===== src/rtl/lbist_sig_shifter.sv =====
// Signature holding register: parallel capture from the MISR, MSB-first serial unload
// with a valid/ready handshake and a count of bits still to be delivered.
module lbist_sig_shifter #(
    parameter int N_MISR = 64
) (
    input  logic              clk_i,
    input  logic              rst_ni,
    input  logic              clr_i,
    input  logic              load_i,
    input  logic [N_MISR-1:0] load_data_i,
    input  logic              dump_start_i,
    input  logic              ready_i,
    output logic [N_MISR-1:0] sig_o,
    output logic              bit_o,
    output logic              valid_o,
    output logic              last_o
);

    localparam int CNT_W = $clog2(N_MISR + 1);
    localparam logic [CNT_W-1:0] CNT_LOAD = CNT_W'(N_MISR);
    localparam logic [CNT_W-1:0] CNT_ONE  = CNT_W'(1);

    logic [N_MISR-1:0] sig_r;
    logic [CNT_W-1:0]  cnt_r;
    logic              valid_r;
    logic              accept_s;
    logic              last_s;

    // Handshake decode: a bit is consumed when valid meets ready.
    always_comb begin
        accept_s = valid_r & ready_i;
        last_s   = accept_s & (cnt_r == CNT_ONE);
    end

    // Capture, arm and shift; the register shifts in place so a repeated unload reads zeros.
    always_ff @(posedge clk_i or negedge rst_ni) begin
        if (!rst_ni) begin
            sig_r   <= {N_MISR{1'b0}};
            cnt_r   <= {CNT_W{1'b0}};
            valid_r <= 1'b0;
        end else if (clr_i) begin
            sig_r   <= {N_MISR{1'b0}};
            cnt_r   <= {CNT_W{1'b0}};
            valid_r <= 1'b0;
        end else if (load_i) begin
            sig_r <= load_data_i;
        end else if (dump_start_i) begin
            cnt_r   <= CNT_LOAD;
            valid_r <= 1'b1;
        end else if (accept_s) begin
            sig_r   <= {sig_r[N_MISR-2:0], 1'b0};
            cnt_r   <= cnt_r - CNT_ONE;
            valid_r <= ~last_s;
        end else begin
            sig_r   <= sig_r;
            cnt_r   <= cnt_r;
            valid_r <= valid_r;
        end
    end

    assign sig_o   = sig_r;
    assign bit_o   = sig_r[N_MISR-1];
    assign valid_o = valid_r;
    assign last_o  = last_s;

endmodule


===== config.mk =====
export PLATFORM = sky130hd
export DESIGN_NAME = lbist_sig_shifter
export DESIGN_NICKNAME = d
export VERILOG_FILES = /design/src/rtl/lbist_sig_shifter.sv
export SDC_FILE = /design/constraint.sdc
export NUM_CORES = 1
export LEC_CHECK = 0
export ABC_AREA = 1
export CORE_MARGIN = 5
export CORE_UTILIZATION = 40
export CTS_CLUSTER_SIZE = 25
export DETAILED_ROUTE_END_ITERATION = 12
export GPL_TIMING_DRIVEN = 1
export PLACE_DENSITY = 0.77
export SYNTH_ARGS = -nofsm -noshare
export SYNTH_HDL_FRONTEND = slang
export SYNTH_SLANG_ARGS = --single-unit

===== constraint.sdc =====
create_clock -name clk_i -period 1.3 [get_ports clk_i]
set_input_delay 0.26 -clock clk_i [delete_from_list [all_inputs] [get_ports clk_i]]
set_output_delay 0.26 -clock clk_i [all_outputs]
set_load 0.005 [all_outputs]

==> results.toml, run 1 <==
[sta]
max_freq_mhz = 646
final_hold_viol_count = 0
slew_violations = 0
tns_ns = -4.42
period_needed_ns = 1.55
final-setup-viol-count = 65
relSlewSlack_pct = 72.3
setup_slack_ns = -0.249
rsz0062_at_grt = "yes"
worst_slew_pin_slew_ns = 0.411
fin_crit_sh_pct = 119
skew_ns = 0.00818

[pwr]
p_seq_share_pct = 38.4
p_int_mw = 4.72
clkPwrFrac_pct = 33.5
combPwrFrac_pct = 28.1
p_sw_mw = 1.90
p_sw_share_pct = 28.7
ir_worst_vdd_v = 0.000528
p_leak_nw = 3.12
powerDensity_mw_per_mm2 = 989

[logic_synthesis]
yosys.cell_types.count = 20
synth-seq-area-share_pct = 49.6
synth-seq-cells = 72
yosysWarnings = 0
synth_cells = 486
syn_nets = 558
syn-cell-area_mm2 = 0.00363
avgSynthCellArea_um2 = 7.48

[critical_path]
reg2reg_from = "valid_o$_DFFE_PN0P_"
arrival_ns = 1.29
r2r_setup_slack_ns = -0.11
reg2reg_depth = 8
r2r_end = "sig_o[7]$_DFFE_PN0P_"
path_class = "reg -> out"
path_max_fanout = 2
cp.required_ns = 1.04
cp-start-kind = "register"
cp-end-kind = "output port"

[global_route]
grt_overflow = 0
track_usage_pct = 20.9
grt_max_degree = 73
antenna_found_initial = 0
grt_pass1_wl_mm = 19.0
grt_pass1_vias = 4021

[clock_network]
h-tree-depth = 3
clk_pin_slew_worst_paths_ns = 0.08
cts_sinks = 72
cts_tree = "built"
cts_root_buffer = "clkbuf_8"
numCtsBuffers = 9
clk_latency_ns = 0.34
cts_buffer_depth = 2

[floorplan]
die_w_um = 105
coreArea_mm2 = 0.00881
rows = 34
die_y_um = 105
start_util_pct = 41.3
die_area_mm2 = 0.0111
io_pins = 137

[placement]
dp.cells = 731
dp_hpwl_mm = 7.26
gp_congestion = 0.823
io_buffer_count = 136

[finish]
n_fill_cell = 591
area_delta_synth_final_pct = 84.3
diodes = 0
final-seq-area_mm2 = 0.00180
drive_gt1_share_pct = 31.7
final_core_util_pct = 76.0
mostFrequentLayoutCells = "nand2_1 (78), dfrtp_1 (72), inv_1 (71)"
nNetsFinal = 745
layout.cells.non_filler = 786
final_common_cell = "nand2_1"
multiInputGateArea_mm2 = 0.00196

[run]
drv_cap = 0

[outcome]
run_status = "finished with violations"
violations = "negative setup slack"

[detailed_routing]
route.detailed.drc = 0
firstDrtPassIters = 4
routed_wl_mm = 13.1
drt_iter0_drc = 161
postRouteAntennaNets = 0
wl_per_cell_um = 16.6
vias = 3988
vias_per_cell = 5.07

[hold_path]
hp-class = "in -> async"
## final cells by class
cell class                 instances  area share (%)
tap                              108            2.02
clock buffer                      10            2.06
inverter                          75            4.24
multi-input combinational        311            29.3
timing repair buffer             204            33.8
sequential                        72            26.9
clock inverter                     6            1.70
## routing by layer
| layer | GRT usage (%) | vias to the layer above | wire length (µm) |
|---|---|---|---|
| li1 | - | 1901 | - |
| met1 | 25.2 | 1900 | 5220 |
| met2 | 34.9 | 158 | 6630 |
| met3 | 6.85 | 29 | 893 |
| met4 | 7.97 | 0 | 313 |
| met5 | 0 | - | 0 |
## cell families (layout without fill, tap and decap cells)
group / after synthesis / in the layout / synth area share [%]
AOI/OAI and AO/OA: 135 / 135 / 19.0
adders and majority gates: 2 / 2 / 0.689
buffers and inverters: 103 / 295 / 12.1
DFF: 72 / 72 / 49.6
and+or+nand+nor: 174 / 174 / 18.6
## flip-flops by register name (all words and copies together) (netlist names)
name / count
sig_o: 64
valid_o: 1
cnt_r: 7
## timing repair
action / in CTS / in global routing
pin swaps: 4 / 9
endpoints found under the hold margin: 72 / 0
resized for setup: 202 / 174
buffers inserted: 15 / 17
setup endpoints to repair: 132 / 108
hold buffers: 1 / 0
gates cloned: 11 / 1
## how the worst max path moves through the flow
stage | from | slack (ns) | cells after the start | to
2_1_floorplan | valid_o$_DFFE_PN0P_ | 0.09 | 5 | cnt_r[2]$_DFFE_PN0P_
3_3_place_gp | ready_i | -0.47 | 5 | last_o
3_5_place_dp | ready_i | -0.50 | 5 | last_o
4_1_cts | cnt_r[1]$_DFFE_PN0P_ | -0.24 | 6 | last_o
5_1_grt | cnt_r[1]$_DFFE_PN0P_ | -0.34 | 6 | last_o
6_report | cnt_r[1]$_DFFE_PN0P_ | -0.25 | 6 | last_o
## synthesized netlist by cell type
cell,number,area share [%]
a21oi_1,5,0.69
o21bai_4,1,0.52
clkbuf_2,1,0.14
buf_6,4,1.2
buf_2,9,1.2
buf_4,3,0.62
ha_1,2,0.69
o21ai_0,123,17
clkbuf_1,11,1.1
nand2_1,149,15
nor2_1,14,1.4
nand4_1,4,0.69
nand3_1,4,0.55
nand3b_1,1,0.21
inv_1,74,7.6
o21ai_1,6,0.83
dfrtp_1,72,50
inv_2,1,0.10
and2_0,1,0.17
and2_1,1,0.17
## power by group through the flow
stage | registers (mW) | logic [mW] | clock network, mW
5_1_grt | 2.56 | 2.02 | 2.34
2_1_floorplan | 2.58 | 0.497 | 0
6_report | 2.54 | 1.86 | 2.22
3_5_place_dp | 2.57 | 1.35 | 0
3_3_place_gp | 2.57 | 1.32 | 0
4_1_cts | 2.53 | 1.54 | 2.24
## critical path: stages, from the launching register on
cell     delay (ns)
dfrtp_1        0.38
inv_2          0.08
ha_4           0.12
nand2_2        0.05
nor2_2         0.10
and2_4         0.14
buf_6          0.08
## stage by stage
step	hold slack [ns]	instance area [µm²]	power [mW]	worst slack [ns]
6_report	0.442	6700	6.62	-0.249
5_1_grt	0.469	6700	6.92	-0.340
4_1_cts	0.456	6090	6.32	-0.241
3_5_place_dp	0.305	5280	3.92	-0.501
3_3_place_gp	0.304	5280	3.89	-0.466
2_1_floorplan	-0.0356	3630	3.08	0.0869
Note: power is estimated with default switching activity, not from simulation.
==> inputs of run 2 (changes only) <==
--- a/config.mk
+++ b/config.mk
@@ -10,8 +10,10 @@
 export CORE_UTILIZATION = 40
 export CTS_CLUSTER_SIZE = 25
 export DETAILED_ROUTE_END_ITERATION = 12
+export GPL_ROUTABILITY_DRIVEN = 0
 export GPL_TIMING_DRIVEN = 1
 export PLACE_DENSITY = 0.77
+export RECOVER_POWER = 50
 export SYNTH_ARGS = -nofsm -noshare
 export SYNTH_HDL_FRONTEND = slang
 export SYNTH_SLANG_ARGS = --single-unit
==> run 2 against run 1 <==
The run still ends with negative setup slack left; non-clock buffer count did not move; highest routed layer unchanged; utilization fell by 0.099 points; hold slack improved by 0.030 ns; critical path depth did not move; global-route usage did not move; critical endpoint unchanged; clock skew fell by 0.00062 ns; sequential power barely moved; combinational power barely moved; power barely moved; sequential share of layout area barely moved; register-to-register slack barely moved; critical path type unchanged.
==> results.toml, run 2 (synthesis results as in run 1) <==
[sta]
fin_crit_sh_pct = 119
skew_ns = 0.00756
worst_slew_pin_slew_ns = 0.659
rsz0062_at_grt = "yes"
final-setup-viol-count = 65
setup_slack_ns = -0.248
slew_violations = 0
relSlewSlack_pct = 56.1
final_hold_viol_count = 0
period_needed_ns = 1.55
max_freq_mhz = 646

[floorplan]
die_area_mm2 = 0.0111
start_util_pct = 41.3
die_y_um = 105
coreArea_mm2 = 0.00881
die_w_um = 105
rows = 34
io_pins = 137

[finish]
mostFrequentLayoutCells = "nand2_1 (78), dfrtp_1 (72), inv_1 (71)"
final_common_cell = "nand2_1"
diodes = 0
multiInputGateArea_mm2 = 0.00196
nNetsFinal = 745
area_delta_synth_final_pct = 84.0
largest_register_ffs = 64
final-seq-area_mm2 = 0.00180
final_core_util_pct = 75.9
drive_gt1_share_pct = 31.7
n_fill_cell = 594

[placement]
dp_slack_ns = -0.501
io_buffer_count = 136
dp_hpwl_mm = 7.26

[outcome]
run_status = "finished with violations"
violations = "negative setup slack"

[global_route]
track_usage_pct = 20.9
grt_pass1_wl_mm = 19.0
grt_pass1_vias = 4021
grt_overflow = 0
antenna_found_initial = 0
grt_max_degree = 73

[critical_path]
path_class = "reg -> out"
cp_slowest_cell = "dfrtp_1"
arrival_ns = 1.29
cpPeakStageDelay_ns = 0.38
r2r_setup_slack_ns = -0.11
path_max_fanout = 2
cp_top_family = "flip-flops"
cp-start-kind = "register"
reg2reg_depth = 8
crit_chain = "inv_2, ha_4, nand2_2, nor2_2, and2_4, buf_6"
crit_cells = 6
cp-end-kind = "output port"
cp.required_ns = 1.04
crit_buf_inv = 2

[clock_network]
cts_tree = "built"
cts_sinks = 72
cts_root_buffer = "clkbuf_8"
clk_pin_slew_worst_paths_ns = 0.08
numCtsBuffers = 9
h-tree-depth = 3
clk_latency_ns = 0.34
cts_buffer_depth = 2

[pwr]
ir_worst_vdd_v = 0.000528
p_seq_share_pct = 38.4
p_sw_share_pct = 28.7
combPwrFrac_pct = 28.1
p_sw_mw = 1.90
p_int_mw = 4.72
powerDensity_mw_per_mm2 = 990
clkPwrFrac_pct = 33.5
p_leak_nw = 3.11

[detailed_routing]
wl_per_cell_um = 16.6
vias = 3989
drt_iter0_drc = 161
firstDrtPassIters = 4
vias_per_cell = 5.08
postRouteAntennaNets = 0
route.detailed.drc = 0
routed_wl_mm = 13.1

[run]
drv_cap = 0

[hold_path]
hp-class = "in -> reg"
min_path_cells = 3
run 2: worst paths after layout:
check                                       from                     to
setup / recovery            cnt_r[1]$_DFFE_PN0P_                 last_o
hold / removal                    load_data_i[0]   sig_o[0]$_DFFE_PN0P_
setup reg to reg             valid_o$_DFFE_PN0P_   sig_o[7]$_DFFE_PN0P_
hold reg to reg            sig_o[48]$_DFFE_PN0P_  sig_o[48]$_DFFE_PN0P_
max in group asynchronous                 rst_ni   cnt_r[0]$_DFFE_PN0P_
min in group asynchronous                 rst_ni  sig_o[48]$_DFFE_PN0P_
run 2: metal layers:
metal / GRT usage, % / wire, µm
met1: 25.2 / 5130
met2: 34.9 / 6650
met3: 6.85 / 1000
met4: 7.97 / 261
met5: 0 / 0
run 2: worst register-to-register path: cells and delay by family (launching register included):
kind            cells  cell delay [ns]
flops               1             0.36
buf+inv             4             0.56
compound gates      2             0.28
simple gates        2             0.13
run 2: cell type report:
class                           instances  share of cell area (%)
Multi-Input combinational cell        311                    29.3
Sequential cell                        72                    26.9
Inverter                               75                    4.25
Tap cell                              108                    2.02
Clock buffer                           10                    2.06
Timing Repair Buffer                  204                    33.7
Clock inverter                          6                    1.70
run 2: stage by stage:
| step | total power [mW] | hold slack, ns | setup TNS [ns] | std cells | cell area [µm²] |
|---|---|---|---|---|---|
| finish | 6.62 | 0.472 | -4.28 | 786 | 6690 |
| global route | 6.92 | 0.469 | -8.53 | 786 | 6690 |
| detailed placement | 3.92 | 0.305 | -29.64 | 731 | 5280 |
| global placement | 3.89 | 0.304 | -26.94 | 731 | 5280 |
| CTS | 6.32 | 0.456 | -7.07 | 773 | 6090 |
| floorplan | 3.08 | -0.0356 | 0 | 486 | 3630 |
run 2: repair_timing:
action | CTS | global route
endpoints found under the hold margin | 72 | 0
hold buffers | 1 | 0
gates cloned | 11 | 1
setup endpoints to repair | 132 | 108
setup buffers | 15 | 17
pin swaps | 4 | 9
gates resized for setup | 202 | 174
run 2: power by group through the flow:
stage | Clock [mW] | Sequential, mW | Combinational [mW]
detailed placement | 0 | 2.57 | 1.35
CTS | 2.24 | 2.53 | 1.54
finish | 2.22 | 2.54 | 1.86
global route | 2.34 | 2.56 | 2.02
floorplan | 0 | 2.58 | 0.497
global placement | 0 | 2.57 | 1.32
==> inputs of run 3 (changes only) <==
--- a/config.mk
+++ b/config.mk
@@ -6,6 +6,7 @@
 export NUM_CORES = 1
 export LEC_CHECK = 0
 export ABC_AREA = 1
+export CORE_ASPECT_RATIO = 1.25
 export CORE_MARGIN = 5
 export CORE_UTILIZATION = 40
 export CTS_CLUSTER_SIZE = 25
==> run 3 against run 2 <==
The flow still finishes with violations (negative setup slack); non-clock buffer count is 1 lower; via count up 2.5%; power increased by 6.5%; count of clock-buffer cells in the layout is 1 higher; hold slack improved by 0.017 ns; setup slack got worse by 0.0015 ns; cell count increased by 1.8%; combinational power up 6%; die area is 0.10% higher; critical endpoint unchanged; largest cell class unchanged; highest routed layer unchanged.
==> results.toml, run 3 (synthesis results as in run 1) <==
[outcome]
run_status = "finished with violations"
violations = "negative setup slack"

[detailed_routing]
vias = 4090
vias_per_cell = 5.11
firstDrtPassIters = 4
wl_per_cell_um = 17.8
routed_wl_mm = 14.2
route.detailed.drc = 0
postRouteAntennaNets = 0
drt_iter0_drc = 204

[clock_network]
cts_tree = "built"
cts_sinks = 72
clk_pin_slew_worst_paths_ns = 0.06
h-tree-depth = 3
cts_root_buffer = "clkbuf_16"
clk_latency_ns = 0.33
numCtsBuffers = 9
cts_buffer_depth = 2

[critical_path]
cp-start-kind = "register"
reg2reg_from = "cnt_r[0]$_DFFE_PN0P_"
path_max_fanout = 2
arrival_ns = 1.29
r2r_end = "cnt_r[6]$_DFFE_PN0P_"
cp.required_ns = 1.04
cp-end-kind = "output port"
path_class = "reg -> out"
reg2reg_depth = 10
r2r_setup_slack_ns = -0.21

[floorplan]
io_pins = 137
die_w_um = 95.2
die_y_um = 117
die_area_mm2 = 0.0111
rows = 39
coreArea_mm2 = 0.00903
start_util_pct = 40.2

[finish]
nNetsFinal = 744
diodes = 0
largest_register_ffs = 64
drive_gt1_share_pct = 30.1
final_core_util_pct = 76.2
finalInstanceArea_mm2 = 0.00688
n_fill_cell = 599
area_delta_synth_final_pct = 89.3
mostFrequentLayoutCells = "nand2_1 (101), dfrtp_1 (72), inv_1 (71)"
final_common_cell = "nand2_1"

[hold_path]
hp-class = "in -> reg"
worstHoldStart = "load_i"
worst_hold_path.endpoint = "cnt_r[4]$_DFFE_PN0P_"
min_path_cells = 4

[run]
drv_cap = 0

[sta]
skew_ns = 0.00680
whs_ns = 0.488
final_hold_viol_count = 0
period_needed_ns = 1.55
slew_violations = 0
relSlewSlack_pct = 55.7
worst_slew_pin_slew_ns = 0.665
tns_ns = -7.21
setup_slack_ns = -0.249
max_freq_mhz = 646
fin_crit_sh_pct = 119
rsz0062_at_grt = "yes"
final-setup-viol-count = 70

[global_route]
grt_pass1_wl_mm = 21.1
antenna_found_initial = 0
grt_max_degree = 73
grt_pass1_vias = 4297
track_usage_pct = 24.7
grt_overflow = 0

[pwr]
p_total_mw = 7.05
powerDensity_mw_per_mm2 = 1020
ir_worst_vdd_v = 0.000651
p_leak_nw = 3.34

[placement]
place_area_mm2 = 0.00524
io_buffer_count = 136
dp_hpwl_mm = 7.10
==> run 3: changes by cell type in the layout (fill, tap and decap cells not counted), sizes merged, moves of 2 or more <==
| cell | previous run | this run |
|---|---|---|
| clkbuf | 12 | 14 |
| clkinv | 0 | 2 |
| bufbuf | 0 | 2 |
| bufinv | 3 | 1 |
| dlygate4sd2 | 31 | 68 |
| buf | 68 | 64 |
| clkdlybuf4s15 | 37 | 0 |
==> run 3: how the worst max path moves through the flow <==
stage | depth (start not counted) | slack (ns) | end | start
2_1_floorplan | 5 | 0.09 | cnt_r[2]$_DFFE_PN0P_ | valid_o$_DFFE_PN0P_
3_3_place_gp | 5 | -0.48 | last_o | ready_i
3_5_place_dp | 5 | -0.49 | last_o | ready_i
4_1_cts | 6 | -0.27 | last_o | cnt_r[1]$_DFFE_PN0P_
5_1_grt | 6 | -0.31 | last_o | cnt_r[1]$_DFFE_PN0P_
6_report | 4 | -0.25 | last_o | cnt_r[3]$_DFFE_PN0P_
==> run 3: what timing repair did <==
item | 4_1_cts | 5_1_grt
cloned | 18 | 2
pin swaps | 6 | 13
buffers inserted | 20 | 10
hold buffers | 1 | 0
endpoints found under the setup margin | 137 | 73
gates resized for setup | 244 | 80
hold endpoints to repair | 72 | 0
==> run 3: metrics by stage <==
step	worst slack (ns)	cells
after floorplan	0.0869	486
after global placement	-0.478	741
after detailed placement	-0.494	741
after CTS	-0.275	796
after global routing	-0.307	800
final	-0.249	800
==> run 3: layer usage <==
metal | wire (µm) | global-route usage (%) | part of all wire [%] | vias to the layer above
li1 | - | - | - | 1913
met5 | 0 | 0 | 0 | -
met2 | 7320 | 41.6 | 52 | 170
met1 | 5560 | 30.0 | 39 | 1964
met4 | 427 | 11.3 | 3.0 | 0
met3 | 899 | 5.61 | 6.3 | 43
==> run 3: where the power goes <==
group / switching [mW] / total (mW) / internal (mW)
registers: 0.111 / 2.54 / 2.43
clock network: 0.953 / 2.54 / 1.58
logic: 0.950 / 1.97 / 1.02
total: 2.01 / 7.05 / 5.03
==> run 3: final cells by class <==
class | count | area [µm²] | share of cell area (%)
timing repair buffer | 203 | 2380 | 34.6
clock buffer | 11 | 253 | 3.67
multi-input combinational | 311 | 1950 | 28.4
clock inverter | 5 | 55.1 | 0.800
tap | 123 | 154 | 2.24
inverter | 75 | 284 | 4.13
sequential | 72 | 1800 | 26.2
==> run 3: critical path, cell delays in order (launching register included) <==
cell and delay, ns:
dfrtp_1 0.38, nor2_1 0.15, and2_0 0.16, and2_1 0.15, buf_2 0.12
